===== src/rtl/fifo_rd_packer_pkg.sv =====
// Shared constants for the FIFO read-side packer.
// The optional idle-flush feature is enabled by defining FIFO_RD_PACKER_FLUSH_EN.
package fifo_rd_packer_pkg;

  localparam int LANES_DEF   = 4;
  localparam int TIMEOUT_DEF = 16;
  localparam int CNT_W       = 16;

endpackage : fifo_rd_packer_pkg


===== src/rtl/fifo_rd_packer_if.sv =====
// Handshake bundle between the CDC FIFO read port, the packer and the wide-word consumer.
// slave is the packer side; master is the environment (FIFO + consumer) side.
interface fifo_rd_packer_if
  import fifo_rd_packer_pkg::*;
#(
  parameter int EW    = 8,
  parameter int LANES = LANES_DEF
);

  logic [EW-1:0]       in_data;
  logic                in_rdy;
  logic                in_get;
  logic [LANES*EW-1:0] out_data;
  logic [LANES-1:0]    out_keep;
  logic                out_valid;
  logic                out_ready;

  modport slave (
    input  in_data,
    input  in_rdy,
    output in_get,
    output out_data,
    output out_keep,
    output out_valid,
    input  out_ready
  );

  modport master (
    output in_data,
    output in_rdy,
    input  in_get,
    input  out_data,
    input  out_keep,
    input  out_valid,
    output out_ready
  );

endinterface : fifo_rd_packer_if


===== src/rtl/pack_out_reg.sv =====
// Single-entry valid/ready holding register for the packed word and its keep mask.
// free_o tells the producer a load on the coming edge will not overwrite an unaccepted word.
module pack_out_reg #(
  parameter int W = 8
) (
  input  logic         clk,
  input  logic         rst_n,
  input  logic         load_i,
  input  logic [W-1:0] data_i,
  input  logic         ready_i,
  output logic         valid_o,
  output logic [W-1:0] data_o,
  output logic         free_o
);

  logic         valid_q;
  logic [W-1:0] data_q;

  // A word that transfers this cycle frees the slot for a same-edge reload.
  assign free_o  = !valid_q || ready_i;
  assign valid_o = valid_q;
  assign data_o  = data_q;

  // NOTE: sequential state uses non-blocking assignments so every flop samples pre-edge values.
  always_ff @(posedge clk or negedge rst_n) begin
    if (!rst_n) begin
      valid_q <= 1'b0;
      data_q  <= '0;
    end else if (load_i) begin
      valid_q <= 1'b1;
      data_q  <= data_i;
    end else if (ready_i) begin
      valid_q <= 1'b0;
    end
  end

endmodule : pack_out_reg


===== src/rtl/fifo_rd_packer.sv =====
// Pops entries from the CDC FIFO read port and packs LANES of them into one wide word.
// Define FIFO_RD_PACKER_FLUSH_EN to flush a partial word after TIMEOUT idle cycles.
module fifo_rd_packer
  import fifo_rd_packer_pkg::*;
#(
  parameter type dat_t   = logic [7:0],
  parameter int  LANES   = LANES_DEF,
  parameter int  TIMEOUT = TIMEOUT_DEF
) (
  input  logic             clk,
  input  logic             rst_n,
  fifo_rd_packer_if.slave  bus
);

  localparam int EW     = $bits(dat_t);
  localparam int IDX_W  = $clog2(LANES);
  localparam int WORD_W = LANES * EW;

  typedef logic [LANES-1:0] keep_t;
  typedef logic [IDX_W-1:0] idx_t;

  localparam idx_t LAST_LANE = idx_t'(LANES - 1);

  if (LANES < 2 || LANES > 16) begin : g_bad_lanes
    $error("fifo_rd_packer: LANES must be within 2..16");
  end
  if (TIMEOUT < 1 || TIMEOUT > 65535) begin : g_bad_timeout
    $error("fifo_rd_packer: TIMEOUT must be within 1..65535");
  end

  dat_t              entry;
  idx_t              idx_q, idx_d;
  logic [WORD_W-1:0] asm_q, asm_d;
  logic              last_lane;
  logic              accept;
  logic              out_free;
  logic              load;
  logic [WORD_W-1:0] load_word;
  keep_t             load_keep;
  logic [WORD_W+LANES-1:0] out_payload;

  assign entry     = dat_t'(bus.in_data);
  assign last_lane = (idx_q == LAST_LANE);

  // Only a lane-completing pop can be blocked, and only by an unaccepted word.
  assign bus.in_get = rst_n && bus.in_rdy && !(last_lane && !out_free);
  assign accept     = bus.in_get;

`ifdef FIFO_RD_PACKER_FLUSH_EN
  localparam logic [CNT_W-1:0] TMO = CNT_W'(TIMEOUT);

  logic [CNT_W-1:0] cnt_q, cnt_d;
  logic             flush_due;

  // Accept has priority; the else-if below keeps a racing flush from firing.
  assign flush_due = (idx_q != '0) && (cnt_q == TMO) && out_free;

  always_comb begin
    cnt_d = cnt_q;
    if (accept || flush_due) begin
      cnt_d = '0;
    end else if (idx_q != '0 && cnt_q != TMO) begin
      cnt_d = cnt_q + 1'b1;
    end
  end

  always_ff @(posedge clk or negedge rst_n) begin
    if (!rst_n) begin
      cnt_q <= '0;
    end else begin
      cnt_q <= cnt_d;
    end
  end
`endif

  // NOTE: every always_comb output gets a default first, so no path can infer a latch.
  always_comb begin
    asm_d     = asm_q;
    idx_d     = idx_q;
    load      = 1'b0;
    load_word = '0;
    load_keep = '0;
    if (accept) begin
      asm_d[idx_q*EW +: EW] = entry;
      if (last_lane) begin
        load      = 1'b1;
        load_word = asm_d;
        load_keep = '1;
        idx_d     = '0;
      end else begin
        idx_d = idx_q + 1'b1;
      end
    end
`ifdef FIFO_RD_PACKER_FLUSH_EN
    else if (flush_due) begin
      load  = 1'b1;
      idx_d = '0;
      for (int i = 0; i < LANES; i++) begin
        if (idx_t'(i) < idx_q) begin
          load_word[i*EW +: EW] = asm_q[i*EW +: EW];
          load_keep[i]          = 1'b1;
        end
      end
    end
`endif
  end

  // Stale lanes beyond idx are never exposed, but reset keeps the assembly state deterministic.
  always_ff @(posedge clk or negedge rst_n) begin
    if (!rst_n) begin
      idx_q <= '0;
      asm_q <= '0;
    end else begin
      idx_q <= idx_d;
      asm_q <= asm_d;
    end
  end

  pack_out_reg #(
    .W (WORD_W + LANES)
  ) u_out_reg (
    .clk     (clk),
    .rst_n   (rst_n),
    .load_i  (load),
    .data_i  ({load_keep, load_word}),
    .ready_i (bus.out_ready),
    .valid_o (bus.out_valid),
    .data_o  (out_payload),
    .free_o  (out_free)
  );

  assign {bus.out_keep, bus.out_data} = out_payload;

endmodule : fifo_rd_packer

===== src/flat_wrapper.sv =====
// flat-port wrapper written by rule: the top's interface ports become plain ports
module fifo_rd_packer_flat import fifo_rd_packer_pkg::*;
#(
  parameter type dat_t   = logic [7:0],
  parameter int  LANES   = LANES_DEF,
  parameter int  TIMEOUT = TIMEOUT_DEF
)
  (clk, rst_n, bus_in_data, bus_in_rdy, bus_in_get, bus_out_data, bus_out_keep, bus_out_valid, bus_out_ready);
  fifo_rd_packer_if #(.LANES(LANES)) bus_i ();
  input  logic clk;
  input  logic rst_n;
  input wire logic [$bits(bus_i.in_data)-1:0] bus_in_data;
  input wire logic [$bits(bus_i.in_rdy)-1:0] bus_in_rdy;
  output wire logic [$bits(bus_i.in_get)-1:0] bus_in_get;
  output wire logic [$bits(bus_i.out_data)-1:0] bus_out_data;
  output wire logic [$bits(bus_i.out_keep)-1:0] bus_out_keep;
  output wire logic [$bits(bus_i.out_valid)-1:0] bus_out_valid;
  input wire logic [$bits(bus_i.out_ready)-1:0] bus_out_ready;
  assign bus_i.in_data = bus_in_data;
  assign bus_i.in_rdy = bus_in_rdy;
  assign bus_in_get = bus_i.in_get;
  assign bus_out_data = bus_i.out_data;
  assign bus_out_keep = bus_i.out_keep;
  assign bus_out_valid = bus_i.out_valid;
  assign bus_i.out_ready = bus_out_ready;
  fifo_rd_packer #(.dat_t(dat_t), .LANES(LANES), .TIMEOUT(TIMEOUT)) u_core (.clk(clk), .rst_n(rst_n), .bus(bus_i));
endmodule

===== config.mk =====
export PLATFORM = sky130hd
export DESIGN_NAME = fifo_rd_packer_flat
export DESIGN_NICKNAME = d
export VERILOG_FILES = /design/src/rtl/fifo_rd_packer_pkg.sv /design/src/rtl/fifo_rd_packer_if.sv /design/src/rtl/pack_out_reg.sv /design/src/rtl/fifo_rd_packer.sv /design/src/flat_wrapper.sv
export SDC_FILE = /design/constraint.sdc
export NUM_CORES = 1
export LEC_CHECK = 0
export ABC_AREA = 0
export CAP_MARGIN = 15
export CORE_MARGIN = 2
export CORE_UTILIZATION = 57
export DETAILED_ROUTE_END_ITERATION = 7
export GPL_ROUTABILITY_DRIVEN = 0
export GPL_TIMING_DRIVEN = 0
export PLACE_DENSITY = 0.84
export SLEW_MARGIN = 25
export SYNTH_ARGS = -nofsm -noshare
export SYNTH_HDL_FRONTEND = slang
export SYNTH_SLANG_ARGS = --single-unit

===== constraint.sdc =====
create_clock -name clk -period 3.4 [get_ports clk]
set_input_delay 0.34 -clock clk [delete_from_list [all_inputs] [get_ports clk]]
set_output_delay 0.34 -clock clk [all_outputs]
set_load 0.005 [all_outputs]

# [Yosys cells after proc, flatten, opt, wreduce, memory -nomap -nowiden]
# Cells that the tools add are included.
[classes] n_addsub=2 eq_ne=1 shifts=2 muxes=10 reduce_logical=8
[op_table] operator="$mux W32" count=2
[op_table] operator="$neg A5 Y34" count=1
[op_table] operator="$shift A8 B34 Y32 const A" count=1
[op_table] operator="$shiftx A8 B34 Y32" count=1
[op_table] operator="$bwmux W32" count=1
[op_table] operator="$mux W4" count=2
[op_table] operator="$mux W1" count=4
[op_table] operator="$logic_and A1 B1 Y1" count=3
[op_table] operator="$logic_not A1 Y1" count=3
[op_table] operator="$add A2 B1 Y2 const B" count=1
[op_table] operator="$eq A2 B2 Y1 const B" count=1
[op_table] operator="$mux W2" count=1
[op_table] operator="$reduce_bool A2 Y1" count=1
[op_table] operator="$logic_or A1 B1 Y1" count=1
[totals] reg_bits=71 input_bits=12 out_inout_bits=38 elab_cells=27

# [Depth between registers and ports, before layout]
# Gate-level depths: netlist of the first run.
[depth] ltp_word=8 depth_mapped=7 mapped_depth_nobuf=5

# [Cells and area by module]
# A second synthesis of the first run with hierarchy kept.
[unflattened] cells_unflattened=263 area_unflattened_um2=3194.3
[by_module_without_submodules] module="fifo_rd_packer" instances=1 cells_each=184 area_per_inst_um2=1670.4
[by_module_without_submodules] module="pack_out_reg" instances=1 cells_each=79 area_per_inst_um2=1524.0

# [Worst setup path before layout of the first run]
# No wires, ideal clock.
[synth_path] path_kind="register to register" start="reg u_core.idx_q[0]" end="reg u_core.asm_q[10]" setup_ns=0.066 arrival_ns=1.916 required_ns=3.334 setup_slack_ns=1.418 path_stages_with_launch=6 cell_sequence="dfrtp_1 -> inv_1 -> ha_1 -> or3b_4 -> nor4_4 -> a22o_1"
[synth_via] elab_chain_cells=4 elab_cells_between_ends=8
[synth_rtl] item="from (decl)" line="fifo_rd_packer.sv:32" text="idx_t idx_q, idx_d;"
[synth_rtl] item="from (signal assigned)" line="fifo_rd_packer.sv:114" text="idx_q <= idx_d;"
[synth_rtl] item="branches (longest 4 deep; another with $neg A5 Y34)"
[synth_rtl] item="to (signal assigned)" line="fifo_rd_packer.sv:115" text="asm_q <= asm_d;"
[synth_rtl] item="to (decl)" line="fifo_rd_packer.sv:33" text="logic [WORD_W-1:0] asm_q, asm_d;"
# Parallel ways; which one is timed is not known.
# A chain may end at the register's enable or synchronous reset.

# [Worst setup path in the final report of the first run]
[layout_path] start="in rst_n" end="out bus_in_get"
[layout_via] elab_chain_cells=2
[layout_rtl] item="from (decl)" line="flat_wrapper.sv:11" text="input logic rst_n;"
[layout_rtl] item="$logic_and A1 B1 Y1 (2 in series)" line="fifo_rd_packer.sv:46" text="assign bus.in_get = rst_n && bus.in_rdy && !(last_lane && !out_free);"
[layout_rtl] item="to (decl)" line="flat_wrapper.sv:14" text="output wire logic [$bits(bus_i.in_get)-1:0] bus_in_get;"
# Every way passes these cells.

==> results.ini, run 1 <==
[run_status]
status=finished clean

[logic_synthesis]
ys_seq_elements=68
yosysWarningCount=0
synthCells=293
avgSynthCellArea_um2=10.8
seq_area_frac_synth=0.537
synth_common_cells=68 x dfrtp_1, 55 x a21oi_1, 32 x a22o_1
synth.most_common_cell=dfrtp_1
synth.area.top_cells=dfrtp_1 54%, a22o_1 8.8%, a21oi_1 8.7%
syn_area_mm2=0.00317
ys_types=31
yosysTopAreaCell=dfrtp_1
synth_edf_count=0
synth_top_area_frac=0.537
synthesis.nets=311
ys_async_sr_fraction=1.00
ys.flop_type=dfrtp_1

[power_and_ir_drop]
total_power_mw=3.35
p_clk_frac=0.173
p_sw_frac=0.344
intPower_mw=2.20
seq_power_share=0.405
combPwrFrac=0.421
p_leak_nw=1.62
power_per_cell_area_mw_per_mm2=865
ir_drop_mv=0.520
power.switching_mw=1.15

[cts]
holdBufCountCts=1
clock_path_buffers=2
root_buffer=clkbuf_8
path_clk_slew_ps=70
cts_htree_levels=3
numCtsBuffers=9
cts_tree=built
clk_latency_ps=350
clock-sinks=68
post-cts-setup-buffers=0
post_cts_resized=0

[worst_setup_path]
critPathMaxStageDelay_ps=550
cp_max_fo=58
crit_slowest_cell=clkdlybuf4s50_1
path_buf_inv=4
cp-start-kind=input port
crit_required_ps=3060
endpoint_kind=output port
reg2reg_to=u_core.asm_q[0]$_DFFE_PN0P_
r2r-start=u_core.idx_q[0]$_DFFE_PN0P_
critPathArrivalTime_ps=2480
path_class=in2out
cp_top_family=buffers and inverters
rr_worst_depth=5
rrSetupSlack_ps=1010
crit_chain=dlygate4sd3_1, buf_4, buf_16, nand2_2, nor2_1, clkdlybuf4s50_1

[routing]
wire_per_inst_um=18.3
firstDrtPassIters=5
dr.first_iter.drc_count=263
drcViolationCount=0
final_antenna_net_count=0
drt_wl_total_mm=7.76
vias_per_cell=6.23
dr_total_vias=2641

[cells_and_area]
multi_input_area_mm2=0.00130
final_nets=365
seq_area_mm2=0.00170
num-fill-cells=418
diodes=0
layout-drive-gt1-share=0.102
syn_to_final_growth_pct=22.2

[sta]
finalCritPeriodShare=0.830
hold_slack_ps=399
slew_viol_final=0
tightest_slew_ps=578
fmax_mhz=355
timing_hold_violations_final=0
rsz0062_at_grt=no
finalClockSkew_ps=5.71
max_slew_margin=0.614
min_period_ps=2820
setup_viol=0

[floorplan]
core.rowCount=27
die_x_um=78.6
die_area_mm2=0.00617
die_y_um=78.6
io_pins=50
coreArea_mm2=0.00544
start_util=0.582

[global_routing]
grt_pass1_vias=2480
grt_usage=0.264
grt_remaining_overflow=0
antenna_found_initial=0
grt_pass1_wl_mm=12.4
grt_start_max_net_pins=59

[placement]
hpwl_mm=5.20
port_buffers=41

[worst_hold_path]
min_path_type=in2async

[flow_run]
cap_viol_max_count=0

layout make-up:
cell class | count | area share
Sequential cell | 68 | 0.439
Multi-Input combinational cell | 187 | 0.336
Timing Repair Buffer | 43 | 0.115
Buffer | 35 | 0.0397
Clock buffer | 11 | 0.0365
Tap cell | 72 | 0.0233
Clock inverter | 5 | 0.00711
Inverter | 3 | 0.00291
cell families (layout without fill, tap and decap cells):
logic type	Yosys count	in the layout	share of synthesized area
AO/OA/AOI/OAI	113	113	0.232
multiplexers	1	1	0.00355
AND/OR/NAND/NOR	67	67	0.151
flip-flops	68	68	0.537
buffers and inverters	38	97	0.0521
adder cells (fa/ha/maj)	6	6	0.0237
placed cells by master (no fill, tap or decap), drive strengths merged, types with 2 or more instances in the layout:
cell type / count
clkinv: 4
inv: 3
nor3b: 3
a21oi: 55
nand4: 19
a22o: 32
ha: 6
nor4: 2
nand2b: 19
a31oi: 17
nor2b: 9
nand2: 5
a32oi: 7
clkdlybuf4s50: 40
clkbuf: 34
buf: 14
dfrtp: 68
through the flow:
stage / setup slack, ps / setup TNS [ps] / utilization / std cells / cell area, um^2
after floorplan: 1420 / 0 / - / 293 / 3170
after global placement: -1520 / -93330 / 0.674 / 406 / 3670
after detailed placement: 1060 / 0 / 0.679 / 407 / 3690
after CTS: 574 / 0 / 0.712 / 424 / 3870
after global routing: 451 / 0 / 0.712 / 424 / 3870
final: 579 / 0 / 0.712 / 424 / 3870
power by group through the flow:
stage	logic, mW	clock network (mW)	registers, mW
6_report	1.41	0.580	1.36
3_5_place_dp	1.40	0	1.36
3_3_place_gp	1.36	0	1.35
2_1_floorplan	0.749	0	1.35
5_1_grt	1.54	0.619	1.40
4_1_cts	1.41	0.582	1.35
state kept, by name, indices dropped and copies added (netlist names):
register	count
u_core.u_out_reg.valid_o	1
u_core.asm_q	32
u_core.u_out_reg.data_o	33
u_core.idx_q	2
worst register-to-register path: cells and delay by family (launching register included):
family                     cells  cell delay (ps)
adders and majority gates      1              290
buffers and inverters          2              710
AOI/OAI and AO/OA              1              370
and+or+nand+nor                1              430
DFF                            1              490
how the worst max path moves through the flow:
stage,depth (start not counted),to,start
2_1_floorplan,5,u_core.asm_q[10]$_DFFE_PN0P_,u_core.idx_q[0]$_DFFE_PN0P_
3_3_place_gp,4,bus_in_get,rst_n
3_5_place_dp,5,u_core.asm_q[0]$_DFFE_PN0P_,u_core.idx_q[0]$_DFFE_PN0P_
4_1_cts,6,bus_in_get,rst_n
5_1_grt,6,bus_in_get,rst_n
6_report,6,bus_in_get,rst_n
per-layer routing:
metal / part of all wire / vias to the layer above / GRT usage / routed length, um
li1: - / 1200 / - / -
met1: 0.42 / 1293 / 0.359 / 3240
met2: 0.49 / 131 / 0.407 / 3780
met3: 0.073 / 17 / 0.0621 / 568
met4: 0.023 / 0 / 0.112 / 176
met5: 0 / - / 0 / 0
(Power assumes the default switching activity.)
==> inputs of run 2 (changes only) <==
--- a/config.mk
+++ b/config.mk
@@ -8,11 +8,11 @@
 export ABC_AREA = 0
 export CAP_MARGIN = 15
 export CORE_MARGIN = 2
-export CORE_UTILIZATION = 57
+export CORE_UTILIZATION = 48
 export DETAILED_ROUTE_END_ITERATION = 7
 export GPL_ROUTABILITY_DRIVEN = 0
 export GPL_TIMING_DRIVEN = 0
-export PLACE_DENSITY = 0.84
+export PLACE_DENSITY = 0.75
 export SLEW_MARGIN = 25
 export SYNTH_ARGS = -nofsm -noshare
 export SYNTH_HDL_FRONTEND = slang
==> constraint.sdc (replaced) <==
create_clock -name clk -period 2.4 [get_ports clk]
set_input_delay 0.24 -clock clk [delete_from_list [all_inputs] [get_ports clk]]
set_output_delay 0.24 -clock clk [all_outputs]
set_load 0.005 [all_outputs]
==> results.ini, run 2 (synthesized netlist as in run 1, its figures left out) <==
[sta]
tightest_slew_ps=609  ; +30.6 ps
finalCritPeriodShare=0.966
fin_ws_ps=82.3  ; -497 ps
rsz0062_at_grt=no
finalClockSkew_ps=8.56  ; +2.85 ps
timing_hold_violations_final=0  ; unchanged
min_period_ps=2320
max_slew_margin=0.594  ; -0.0204
fmax_mhz=431
slew_viol_final=0  ; unchanged
setup_viol=0  ; unchanged

[cts]
clock-sinks=68  ; unchanged
clk_latency_ps=350  ; about the same
cts_tree=built
numCtsBuffers=9  ; unchanged
cts_htree_levels=3  ; unchanged
root_buffer=clkbuf_8
path_clk_slew_ps=70  ; about the same
clock_path_buffers=2  ; unchanged

[worst_setup_path]
critPathArrivalTime_ps=2080  ; -400 ps
crit_chain=ha_1, and3b_1, buf_2, nor2_2, clkdlybuf4s50_1
cp-start-kind=flop
crit_required_ps=2160  ; -900 ps
path_class=reg2out
endpoint_kind=output port
critPathMaxStageDelay_ps=520  ; -30 ps
path_buf_inv=2  ; -2
crit_slowest_cell=clkdlybuf4s50_1
cp_max_fo=6  ; -90%
cp_top_family=buffers and inverters

[power_and_ir_drop]
p_clk_frac=0.207  ; +0.034
ir_drop_mv=0.648  ; +24%
seq_power_share=0.382  ; -0.023
combPwrFrac=0.411  ; -0.010
power.switching_mw=1.65  ; +43%
p_sw_frac=0.328  ; -0.0160
intPower_mw=3.37  ; +53%
power_per_cell_area_mw_per_mm2=1250  ; +44%
p_leak_nw=1.70  ; +4.6%

[flow_run]
cap_viol_max_count=0  ; unchanged

[run_status]
status=finished clean

[routing]
wire_per_inst_um=18.5  ; +1.2%
drt_wl_total_mm=8.06  ; +3.8%
final_antenna_net_count=0  ; unchanged
drcViolationCount=0  ; unchanged
dr_total_vias=2648  ; +0.27%
dr.first_iter.drc_count=173  ; -34%
firstDrtPassIters=5  ; unchanged
vias_per_cell=6.09  ; -2.3%

[cells_and_area]
layout.cells.non_filler=435  ; +2.6%
final_cell_mix=67 x dfrtp_1, 55 x a21oi_1, 40 x clkdlybuf4s50_1
syn_to_final_growth_pct=26.8
final_nets=371  ; +1.6%
largest_reg_flops=33  ; unchanged
final_common_cell=dfrtp_1
diodes=0  ; unchanged
layout-drive-gt1-share=0.120  ; +0.0178

[placement]
pre_cts_ws_ps=81.0  ; -984 ps
placedCellCount=412  ; +1.2%
hpwl_mm=5.18  ; -0.35%
port_buffers=41  ; unchanged

[floorplan]
start_util=0.499  ; -0.0836
coreArea_mm2=0.00635  ; +17%
die_area_mm2=0.00727  ; +18%
die_x_um=85.2  ; +8.5%
io_pins=50  ; unchanged
core.rowCount=29  ; +7.4%
die_y_um=85.2  ; +8.5%

[global_routing]
antenna_found_initial=0  ; unchanged
grt_start_max_net_pins=41  ; -31%
grt_remaining_overflow=0  ; unchanged
grt_pass1_wl_mm=13.0  ; +5.0%
grt_usage=0.231  ; -0.0328
grt_pass1_vias=2542  ; +2.5%

[worst_hold_path]
min_path_type=in2async

[run 2: routing by layer]
metal | vias to the layer above | track usage | part of all wire
met5 | - | 0 | 0
met4 | 0 | 0.0837 | 0.013
met3 | 11 | 0.0399 | 0.053
met2 | 104 | 0.356 | 0.47
met1 | 1316 | 0.330 | 0.46
li1 | 1217 | - | -
[run 2: power groups by stage]
stage | registers [mW] | logic, mW | clock network (mW)
final | 1.91 | 2.06 | 1.04
after global routing | 1.97 | 2.26 | 1.09
after CTS | 1.92 | 2.02 | 1.05
after detailed placement | 1.93 | 1.99 | 0
after global placement | 1.91 | 1.94 | 0
after floorplan | 1.91 | 1.06 | 0
[run 2: area by class of cell]
| cell class | count | area (um^2) |
|---|---|---|
| Timing Repair Buffer | 49 | 526 |
| Inverter | 3 | 11.3 |
| Fill cell | 534 | 2330 |
| Clock inverter | 5 | 75.1 |
| Tap cell | 77 | 96.3 |
| Multi-Input combinational cell | 187 | 1310 |
| Sequential cell | 68 | 1700 |
| Buffer | 35 | 154 |
| Clock buffer | 11 | 141 |
[run 2: worst register-to-register path, stage by stage (launching register included)]
cell and delay (ps):
dfrtp_2 450, inv_1 270, ha_1 330, nor2b_1 120, clkbuf_1 350, and4b_1 240
buf_2 190, a22o_1 170
[run 2: final timing paths]
kind / from / slack (ps) / depth (start not counted) / to
setup / recovery: u_core.idx_q[0]$_DFFE_PN0P_ / 80 / 5 / bus_in_get
hold / removal: rst_n / 8 / 3 / u_core.u_out_reg.data_o[11]$_DFFE_PN0P_
setup reg to reg: u_core.idx_q[0]$_DFFE_PN0P_ / 220 / 7 / u_core.asm_q[24]$_DFFE_PN0P_
hold reg to reg: u_core.asm_q[3]$_DFFE_PN0P_ / 500 / 1 / u_core.asm_q[3]$_DFFE_PN0P_
max in group asynchronous: rst_n / 1660 / 4 / u_core.idx_q[0]$_DFFE_PN0P_
min in group clk: bus_in_data[7] / 360 / 3 / u_core.u_out_reg.data_o[31]$_DFFE_PN0P_
[run 2: stage by stage]
step	setup TNS, ps	utilization	power (mW)	area, um^2	hold slack (ps)
after floorplan	0	-	2.97	3170	-55.6
after global placement	-236020	0.579	3.85	3670	482
after detailed placement	0	0.581	3.91	3690	199
after CTS	0	0.627	4.98	3980	16.1
after global routing	0	0.633	5.32	4020	24.8
final	0	0.633	5.01	4020	8.45
[run 2: repair_timing]
item | CTS | global route
endpoints found under the setup margin | 1 | 13
hold buffers | 4 | 0
endpoints found under the hold margin | 28 | 0
pin swaps | 0 | 1
resized for setup | 2 | 1
setup buffers | 0 | 3
==> inputs of run 3 (changes only) <==
--- a/config.mk
+++ b/config.mk
@@ -8,11 +8,11 @@
 export ABC_AREA = 0
 export CAP_MARGIN = 15
 export CORE_MARGIN = 2
-export CORE_UTILIZATION = 48
+export CORE_UTILIZATION = 57
 export DETAILED_ROUTE_END_ITERATION = 7
 export GPL_ROUTABILITY_DRIVEN = 0
 export GPL_TIMING_DRIVEN = 0
-export PLACE_DENSITY = 0.75
+export PLACE_DENSITY = 0.84
 export SLEW_MARGIN = 25
 export SYNTH_ARGS = -nofsm -noshare
 export SYNTH_HDL_FRONTEND = slang
==> constraint.sdc (replaced) <==
create_clock -name clk -period 2.8 [get_ports clk]
set_input_delay 0.28 -clock clk [delete_from_list [all_inputs] [get_ports clk]]
set_output_delay 0.28 -clock clk [all_outputs]
set_load 0.005 [all_outputs]
==> results.ini, run 3 (synthesized netlist as in run 1, its figures left out) <==
[run_status]
status=finished clean

[sta]
timing_hold_violations_final=0  ; unchanged
min_period_ps=2600
slew_viol_final=0  ; unchanged
rsz0062_at_grt=no
fmax_mhz=385
setup_viol=0  ; unchanged
finalClockSkew_ps=6.31  ; -2.25 ps
hold_slack_ps=354  ; +346 ps
max_slew_margin=0.613  ; +0.0185
finalCritPeriodShare=0.928
tightest_slew_ps=581  ; -27.8 ps
fin_ws_ps=201  ; +119 ps

[global_routing]
grt_usage=0.264  ; +0.0328
grt_start_max_net_pins=59  ; +44%
global_route.usage.met3=0.0621  ; +0.0222
grt_use_met2=0.407  ; +0.0510
top_usage_layer=met2
grt_use_met1=0.359  ; +0.0297
grt_pass1_wl_mm=12.4  ; -4.7%
antenna_found_initial=0  ; unchanged
grt_pass1_vias=2480  ; -2.4%
grt_remaining_overflow=0  ; unchanged

[cells_and_area]
post-route-util=0.717  ; +0.0841
diodes=0  ; unchanged
layout.cells.non_filler=425  ; -2.3%
final_nets=366  ; -1.3%
largest_reg_flops=33  ; unchanged
syn_to_final_growth_pct=23.0
final_common_cell=dfrtp_1
final_cell_mix=68 x dfrtp_1, 55 x a21oi_1, 40 x clkdlybuf4s50_1
layout-drive-gt1-share=0.105  ; -0.0153

[cts]
clock_path_buffers=2  ; unchanged
clock-sinks=68  ; unchanged
numCtsBuffers=9  ; unchanged
clk_latency_ps=350  ; about the same
post-cts-setup-buffers=0  ; unchanged
post_cts_resized=0  ; -2
cts_tree=built
root_buffer=clkbuf_8
path_clk_slew_ps=70  ; about the same
cts_htree_levels=3  ; unchanged

[placement]
port_buffers=41  ; unchanged
hpwl_mm=5.20  ; +0.35%
pre_cts_ws_ps=465  ; +384 ps
placedCellCount=407  ; -1.2%

[routing]
vias_per_cell=6.22  ; +2.2%
wire_per_inst_um=18.5  ; about the same
drcViolationCount=0  ; unchanged
drt_wl_total_mm=7.88  ; -2.2%
firstDrtPassIters=5  ; unchanged
final_antenna_net_count=0  ; unchanged
dr.first_iter.drc_count=269  ; +55%
dr_total_vias=2644  ; -0.15%

[floorplan]
core.rowCount=27  ; -6.9%
die_x_um=78.6  ; -7.8%
coreArea_mm2=0.00544  ; -14%
start_util=0.582  ; +0.0836
die_y_um=78.6  ; -7.8%
die_area_mm2=0.00617  ; -15%
io_pins=50  ; unchanged

[worst_setup_path]
path_class=in2out
path_buf_inv=4  ; +2
crit_chain=dlygate4sd3_1, buf_4, buf_16, nand2_2, nor2_1, clkdlybuf4s50_1
cp-start-kind=input port
cp_top_family=buffers and inverters
crit_required_ps=2520  ; +360 ps
critPathMaxStageDelay_ps=550  ; +30 ps
cp_max_fo=29  ; +23
endpoint_kind=output port
critPathArrivalTime_ps=2320  ; +240 ps
crit_slowest_cell=clkdlybuf4s50_1

[power_and_ir_drop]
p_leak_nw=1.64  ; -3.6%
ir_drop_mv=0.638  ; -1.6%
power_per_cell_area_mw_per_mm2=1040  ; -16%

[flow_run]
cap_viol_max_count=0  ; unchanged

[worst_hold_path]
min_path_type=in2async

run 3: layout make-up:
| cell class | instances | area (um^2) |
|---|---|---|
| Buffer | 35 | 154 |
| Sequential cell | 68 | 1700 |
| Clock inverter | 5 | 27.5 |
| Fill cell | 409 | 1540 |
| Multi-Input combinational cell | 187 | 1300 |
| Tap cell | 72 | 90.1 |
| Inverter | 3 | 11.3 |
| Timing Repair Buffer | 44 | 470 |
| Clock buffer | 11 | 141 |
run 3: final timing paths:
check                                                               end  cells past startpoint                         start  slack [ps]
worst max register to register              u_core.asm_q[0]$_DFFE_PN0P_                      5   u_core.idx_q[0]$_DFFE_PN0P_         390
worst max-delay path                                         bus_in_get                      6                         rst_n         200
max in group asynchronous                  u_core.asm_q[10]$_DFFE_PN0P_                      3                         rst_n        1980
min in group clk                u_core.u_out_reg.data_o[14]$_DFFE_PN0P_                      3                bus_in_data[6]         440
worst min-delay path            u_core.u_out_reg.data_o[10]$_DFFE_PN0P_                      2                         rst_n         350
worst min register to register             u_core.asm_q[25]$_DFFE_PN0P_                      1  u_core.asm_q[25]$_DFFE_PN0P_         510
run 3: power breakdown:
group	switching (mW)	internal (mW)
registers	0.256	1.39
clock network	0.365	0.339
logic	0.782	0.937
total	1.40	2.67
run 3: through the flow:
step | power [mW] | TNS [ps] | cell area (um^2)
floorplan | 2.54 | 0 | 3170
global placement | 3.28 | -167250 | 3670
detailed placement | 3.36 | 0 | 3690
CTS | 4.07 | 0 | 3870
global route | 4.33 | 0 | 3900
finish | 4.07 | 0 | 3900
run 3: per-layer routing:
metal  vias up  routed length [um]
met2       136                3800
met1      1295                3310
met3        11                 645
li1       1202                   -
met5         -                   0
met4         0                 125
run 3: what timing repair did:
item                                    in CTS  in global routing
endpoints found under the setup margin       0                  1
hold buffers                                 1                  0
hold endpoints to repair                    15                  0
run 3: worst register-to-register path, delay by kind of cell, from the launching register on:
kind                       cells  cell delay [ps]
buffers and inverters          2              720
adders and majority gates      1              290
and+or+nand+nor                1              430
AOI/OAI and AO/OA              1              370
DFF                            1              490
